<file path="config.mk">
export PLATFORM = sky130hd
export DESIGN_NAME = seq_win_detector
export DESIGN_NICKNAME = d
export VERILOG_FILES = /design/src/rtl/win_pkg.sv /design/src/rtl/line_mask_gen.sv /design/src/rtl/seq_win_detector.sv
export SDC_FILE = /design/constraint.sdc
export NUM_CORES = 1
export LEC_CHECK = 0
export ABC_AREA = 1
export BUFFER_PORTS_ARGS = -buffer_cell sky130_fd_sc_hd__buf_2
export CAP_MARGIN = 20
export CORE_MARGIN = 1.5
export CORE_UTILIZATION = 50
export DETAILED_ROUTE_END_ITERATION = 12
export GPL_ROUTABILITY_DRIVEN = 1
export PLACE_DENSITY_LB_ADDON = 0.08
export SYNTH_ARGS = -nofsm -noshare
export SYNTH_HDL_FRONTEND = slang
export SYNTH_SLANG_ARGS = --single-unit
</file>
<file path="constraint.sdc">
create_clock -name clk -period 4.8 [get_ports clk]
set_clock_uncertainty 0.15 [all_clocks]
set_input_delay 0.48 -clock clk [delete_from_list [all_inputs] [get_ports clk]]
set_output_delay 0.48 -clock clk [all_outputs]
set_load 0.01 [all_outputs]
</file>
<file path="src/rtl/win_pkg.sv">
// Shared types and board-geometry helpers for the sequential win detector.
// Cell (r,c) with r=0 the top row maps to bit N*N-1-(r*N+c).
package win_pkg;

   typedef enum logic [1:0] {IDLE, SCAN, DONE} state_t;

   // Line groups; line_base() turns a group into its first line index.
   localparam int ROW0    = 0;
   localparam int COL0    = 1;
   localparam int DIAG_DN = 2;
   localparam int DIAG_UP = 3;

   function automatic int nlines(input int n);
      return 2 * n + 2;
   endfunction

   function automatic int cell_bit(input int n, input int r, input int c);
      return n * n - 1 - (r * n + c);
   endfunction

   function automatic int line_base(input int n, input int grp);
      case (grp)
         ROW0:    return 0;
         COL0:    return n;
         DIAG_DN: return 2 * n;
         default: return 2 * n + 1;
      endcase
   endfunction

endpackage

</file>
<file path="src/rtl/line_mask_gen.sv">
// Combinational decoder: line index -> N*N-bit mask of the cells on that line.
// Rows first, then columns, then the down and up diagonals.
module line_mask_gen
   import win_pkg::*;
#(
   parameter  int N    = 3,
   localparam int NL   = nlines(N),
   localparam int IDXW = $clog2(NL)
) (
   input  logic [IDXW-1:0] idx,
   output logic [N*N-1:0]  mask
);

   function automatic logic on_line(input int sel, input int r, input int c);
      return (sel == line_base(N, ROW0) + r) ||
             (sel == line_base(N, COL0) + c) ||
             ((sel == line_base(N, DIAG_DN)) && (r == c)) ||
             ((sel == line_base(N, DIAG_UP)) && (r + c == N - 1));
   endfunction

   always_comb begin
      mask = '0;
      for (int b = 0; b < N * N; b++) begin
         mask[b] = on_line(int'(idx), (N * N - 1 - b) / N, (N * N - 1 - b) % N);
      end
   end

endmodule

</file>
<file path="src/rtl/seq_win_detector.sv">
// Sequential N-in-a-row win detector: latches both boards on start, then
// tests one candidate line per clock; first hit in index order wins.
module seq_win_detector
   import win_pkg::*;
#(
   parameter  int N  = 3,
   localparam int NL = nlines(N),
   localparam int NC = N * N
) (
   input  logic          clk,
   input  logic          rst_n,
   input  logic          start,
   input  logic [NC-1:0] ain,
   input  logic [NC-1:0] bin,
   output logic          busy,
   output logic          done,
   output logic [NL-1:0] win_line,
   output logic          winner_a,
   output logic          winner_b,
   output logic          draw,
   output logic          invalid
);

   localparam int              IDXW = $clog2(NL);
   localparam logic [IDXW-1:0] LAST = IDXW'(NL - 1);
   localparam logic [NL-1:0]   ONE  = NL'(1);

   state_t          state;
   logic [NC-1:0]   a_q, b_q;
   logic [IDXW-1:0] idx;
   logic [NC-1:0]   mask;
   logic            hit_a, hit_b, clash;

   line_mask_gen #(.N(N)) u_mask (
      .idx  (idx),
      .mask (mask)
   );

   assign hit_a = (a_q & mask) == mask;
   assign hit_b = (b_q & mask) == mask;
   assign clash = |(ain & bin);

   // NOTE: a_q/b_q are data-only and deliberately left out of reset; they are
   // always rewritten on an accepted start before anything reads them.
   always_ff @(posedge clk) begin
      if (!rst_n) begin
         state    <= IDLE;
         idx      <= '0;
         busy     <= 1'b0;
         done     <= 1'b0;
         win_line <= '0;
         winner_a <= 1'b0;
         winner_b <= 1'b0;
         draw     <= 1'b0;
         invalid  <= 1'b0;
      end else begin
         // NOTE: done defaults low every cycle so it can only ever be a pulse.
         done <= 1'b0;
         unique case (state)
            IDLE, DONE: begin
               if (start) begin
                  a_q      <= ain;
                  b_q      <= bin;
                  idx      <= '0;
                  win_line <= '0;
                  winner_a <= 1'b0;
                  winner_b <= 1'b0;
                  draw     <= 1'b0;
                  invalid  <= clash;
                  busy     <= ~clash;
                  state    <= clash ? DONE : SCAN;
               end else if (state == DONE && !done) begin
                  done <= 1'b1;  // invalid board: pulse lands one edge after acceptance
               end else begin
                  state <= IDLE;
               end
            end
            SCAN: begin
               if (hit_a || hit_b) begin
                  win_line <= ONE << idx;
                  winner_a <= hit_a;
                  winner_b <= hit_b;
                  busy     <= 1'b0;
                  done     <= 1'b1;
                  state    <= DONE;
               end else if (idx == LAST) begin
                  draw  <= &(a_q | b_q);
                  busy  <= 1'b0;
                  done  <= 1'b1;
                  state <= DONE;
               end else begin
                  idx <= idx + 1'b1;
               end
            end
            default: state <= IDLE;
         endcase
      end
   end

endmodule

</file>
==> flow_summary.ini <==
[clock_network]
ctsHtreeMaxLevel = 2
cts-hold-fix-buffers = 0
cts_resized = 0
post_cts_buffers = 0
cts.sinks = 37
clockBufferDepth = 2
numCtsBuffers = 5
cts.clk_slew.worst_paths_ps = 110
cts_tree = done
clk_latency_ps = 340
root_buffer = clkbuf_4

[min_path]
min_from = bin[3]
whs_endpoint = b_q[3]
hp-class = in2reg
min_path_cells = 1

[routing]
wl_per_cell_um = 11.6
vias = 1511
drtIter0Drc = 96
vias_per_cell = 4.87
ant_nets = 0
wl_um = 3590
drc = 0
drtPass1Iterations = 4

[yosys]
seq_area_frac_synth_pct = 50.7
syn-num-nets = 251
synth-edff-count = 18
yosys_warnings = 0
synthSimpleGateAreaFrac_pct = 25.4
async_flop_share_pct = 0
synth-xor-area-share_pct = 0
ys_ff_latch = 37
synth_fa_ha_area_share_pct = 4.13
synth_ff_type = dfxtp_1
synthTopCellsByCount = 44 x nand2_1, 39 x inv_1, 28 x nor2_1
ys_types = 28
synthCells = 224
yosys.area.top_type = edfxtp_1
syn_area_per_cell_um2 = 8.12
synth_top_area_share_pct = 29.7
synth_area_leaders = edfxtp_1 30%, dfxtp_1 21%, nand2_1 9.1%
synth.most_common_cell = nand2_1
synth_mux_area_share_pct = 0
synth_area_um2 = 1820
synth_compound_area_share_pct = 10.2
synth_top_family_by_area = simple AND/OR/NAND/NOR gates

[sta]
hold_violations = 0
period_share_pct = 45.6
max_freq_mhz = 457
slew_headroom_pct = 64.0
slew_viol_final = 0
tns_ps = 0
tightest_slew_ps = 537
fin_crit_ps = 2190
rsz0062_at_grt = no
setup_viol = 0
fin_ws_ps = 2610

[global_route]
met3_usage_pct = 4.82
grt_antenna_before_repair = 0
use_met2_pct = 32.8
grt_max_degree = 19
gr-total-overflow = 0
track_usage_pct = 19.7
grt_busiest_layer = met2
grt_pass1_vias = 1407
grt_pass1_wl_um = 6050
grtUsageMet1_pct = 24.0

[worst_setup_path]
worstPathRequired_ps = 4900
timing.rr.start = idx[0]
path_cells = ha_1 > ha_1 > nor2_1 > nand2_1 > nand2_1 > nand3_1 > nor2_2 > nand2_1 > nand2_2 > nand2_4 > nand2_4 > o21ai_0 > inv_1 > nor2_1
cp.buffers_inverters = 1
end_kind = flop
cp-start-kind = flop
critPathSlowestCell = dfxtp_1
ff2ff_path_depth = 14
path_max_fanout = 15
timing.rr.end = win_line[3]
cpMostUsedCell = nand2_1
crit_family = simple AND/OR/NAND/NOR gates
crit_path_max_incr_delay_ps = 350
arrival_ps = 2290
r2r_setup_slack_ps = 2610
crit_type = reg2reg

[run_status]
status = finished, final reports clean

[floorplan]
dieArea_um2 = 4010
fp.dieW_um = 63.3
initial_utilization_pct = 53.2
coreArea_um2 = 3420
fp-row-count = 21
die_y_um = 63.3
ios = 35

[place]
gp_congestion = 0.841
portBuffers = 34
hpwl_um = 2830
place_worst_setup_slack_ps = 2620

[power_and_ir_drop]
p_leak_uw = 0.00103
p_sw_uw = 166
ir_worst_vdd_mv = 0.168
seqPwrFrac_pct = 58.7
cellPowerDensity_nw_per_um2 = 290
p_int_uw = 439
switching_share_pct = 27.5
pwr-share-comb_pct = 15.8
p_clk_share_pct = 25.5

[flow_run]
max-cap-violations = 0

[layout]
finish.net_count = 290
drive_above_1_share_pct = 20.1
num_antenna_cells = 0
nFillCells = 325
area_delta_synth_final_pct = 14.6
power by group through the flow:
stage	clock [uW]	sequential (uW)	combinational [uW]
6_report	154	355	95.7
5_1_grt	174	357	109
4_1_cts	160	355	96.1
3_5_place_dp	0	362	95.6
3_3_place_gp	0	362	94.6
2_1_floorplan	0	363	64.5
final cells by class:
cell class                 instances  area, um^2  area share [%]
tap                               46        57.6            2.76
clock inverter                     2        10.0           0.480
clock buffer                       6        41.3            1.98
timing repair buffer              35         178            8.53
multi-input combinational        143         722            34.7
sequential                        37         921            44.2
inverter                          41         154            7.39
placed cells by master (no fill, tap or decap):
| cell type | netlist | final |
|---|---|---|
| clkinv_2 | 0 | 2 |
| inv_1 | 39 | 39 |
| o22ai_1 | 2 | 2 |
| nand3b_1 | 1 | 1 |
| nand3_1 | 16 | 16 |
| buf_4 | 0 | 1 |
| nor4_1 | 1 | 1 |
| a221oi_1 | 1 | 1 |
| inv_2 | 1 | 1 |
| and2_1 | 1 | 1 |
| edfxtp_1 | 18 | 18 |
| or2_2 | 2 | 2 |
| clkinv_1 | 1 | 1 |
| a31oi_1 | 2 | 2 |
| nand2_2 | 3 | 3 |
| nand4_1 | 3 | 3 |
| dfxtp_1 | 19 | 19 |
| nand2_1 | 44 | 44 |
| a21oi_1 | 9 | 9 |
| ha_1 | 6 | 6 |
| buf_2 | 2 | 34 |
| o21ai_0 | 8 | 8 |
| nor2_2 | 2 | 2 |
| and3_1 | 1 | 1 |
| nand2_4 | 2 | 2 |
| clkbuf_1 | 0 | 1 |
| clkbuf_4 | 0 | 5 |
| a21oi_2 | 1 | 1 |
| o21ai_1 | 8 | 8 |
| a22o_1 | 2 | 2 |
| nor2_1 | 28 | 28 |
worst max-delay path by stage:
stage | to | cells after the start | slack [ps] | start
detailed placement | win_line[3] | 14 | 2620 | idx[0]
CTS | win_line[3] | 14 | 2600 | idx[0]
global route | idx[1] | 9 | 2370 | state[0]
finish | win_line[3] | 14 | 2610 | idx[0]
global placement | win_line[3] | 14 | 2640 | idx[0]
floorplan | a_q[0] | 4 | 2630 | start
cell families after synthesis:
| group | Yosys count |
|---|---|
| and+or+nand+nor | 104 |
| buffers and inverters | 44 |
| DFF | 37 |
| AOI/OAI and AO/OA | 33 |
| adders and majority gates | 6 |
state kept, by name, indices dropped and copies added (netlist names):
register	count
win_line	8
state	2
winner_b	1
winner_a	1
invalid	1
b_q	9
done	1
idx	3
busy	1
a_q	9
draw	1
per-stage QoR:
stage	instances	utilization, %	power [uW]	hold slack [ps]	instance area [um^2]
finish	310	61.0	605	167	2080
global route	310	61.0	640	145	2080
CTS	310	61.0	611	159	2080
detailed placement	302	59.5	458	310	2030
global placement	302	59.5	456	307	2030
floorplan	224	-	427	333	1820
layer usage:
layer | up-vias | share of wire (%)
met5 | - | 0
met4 | 0 | 0
met3 | 0 | 4.8
met2 | 41 | 48
met1 | 672 | 47
li1 | 798 | -
Power figures use the tool's default switching activity.
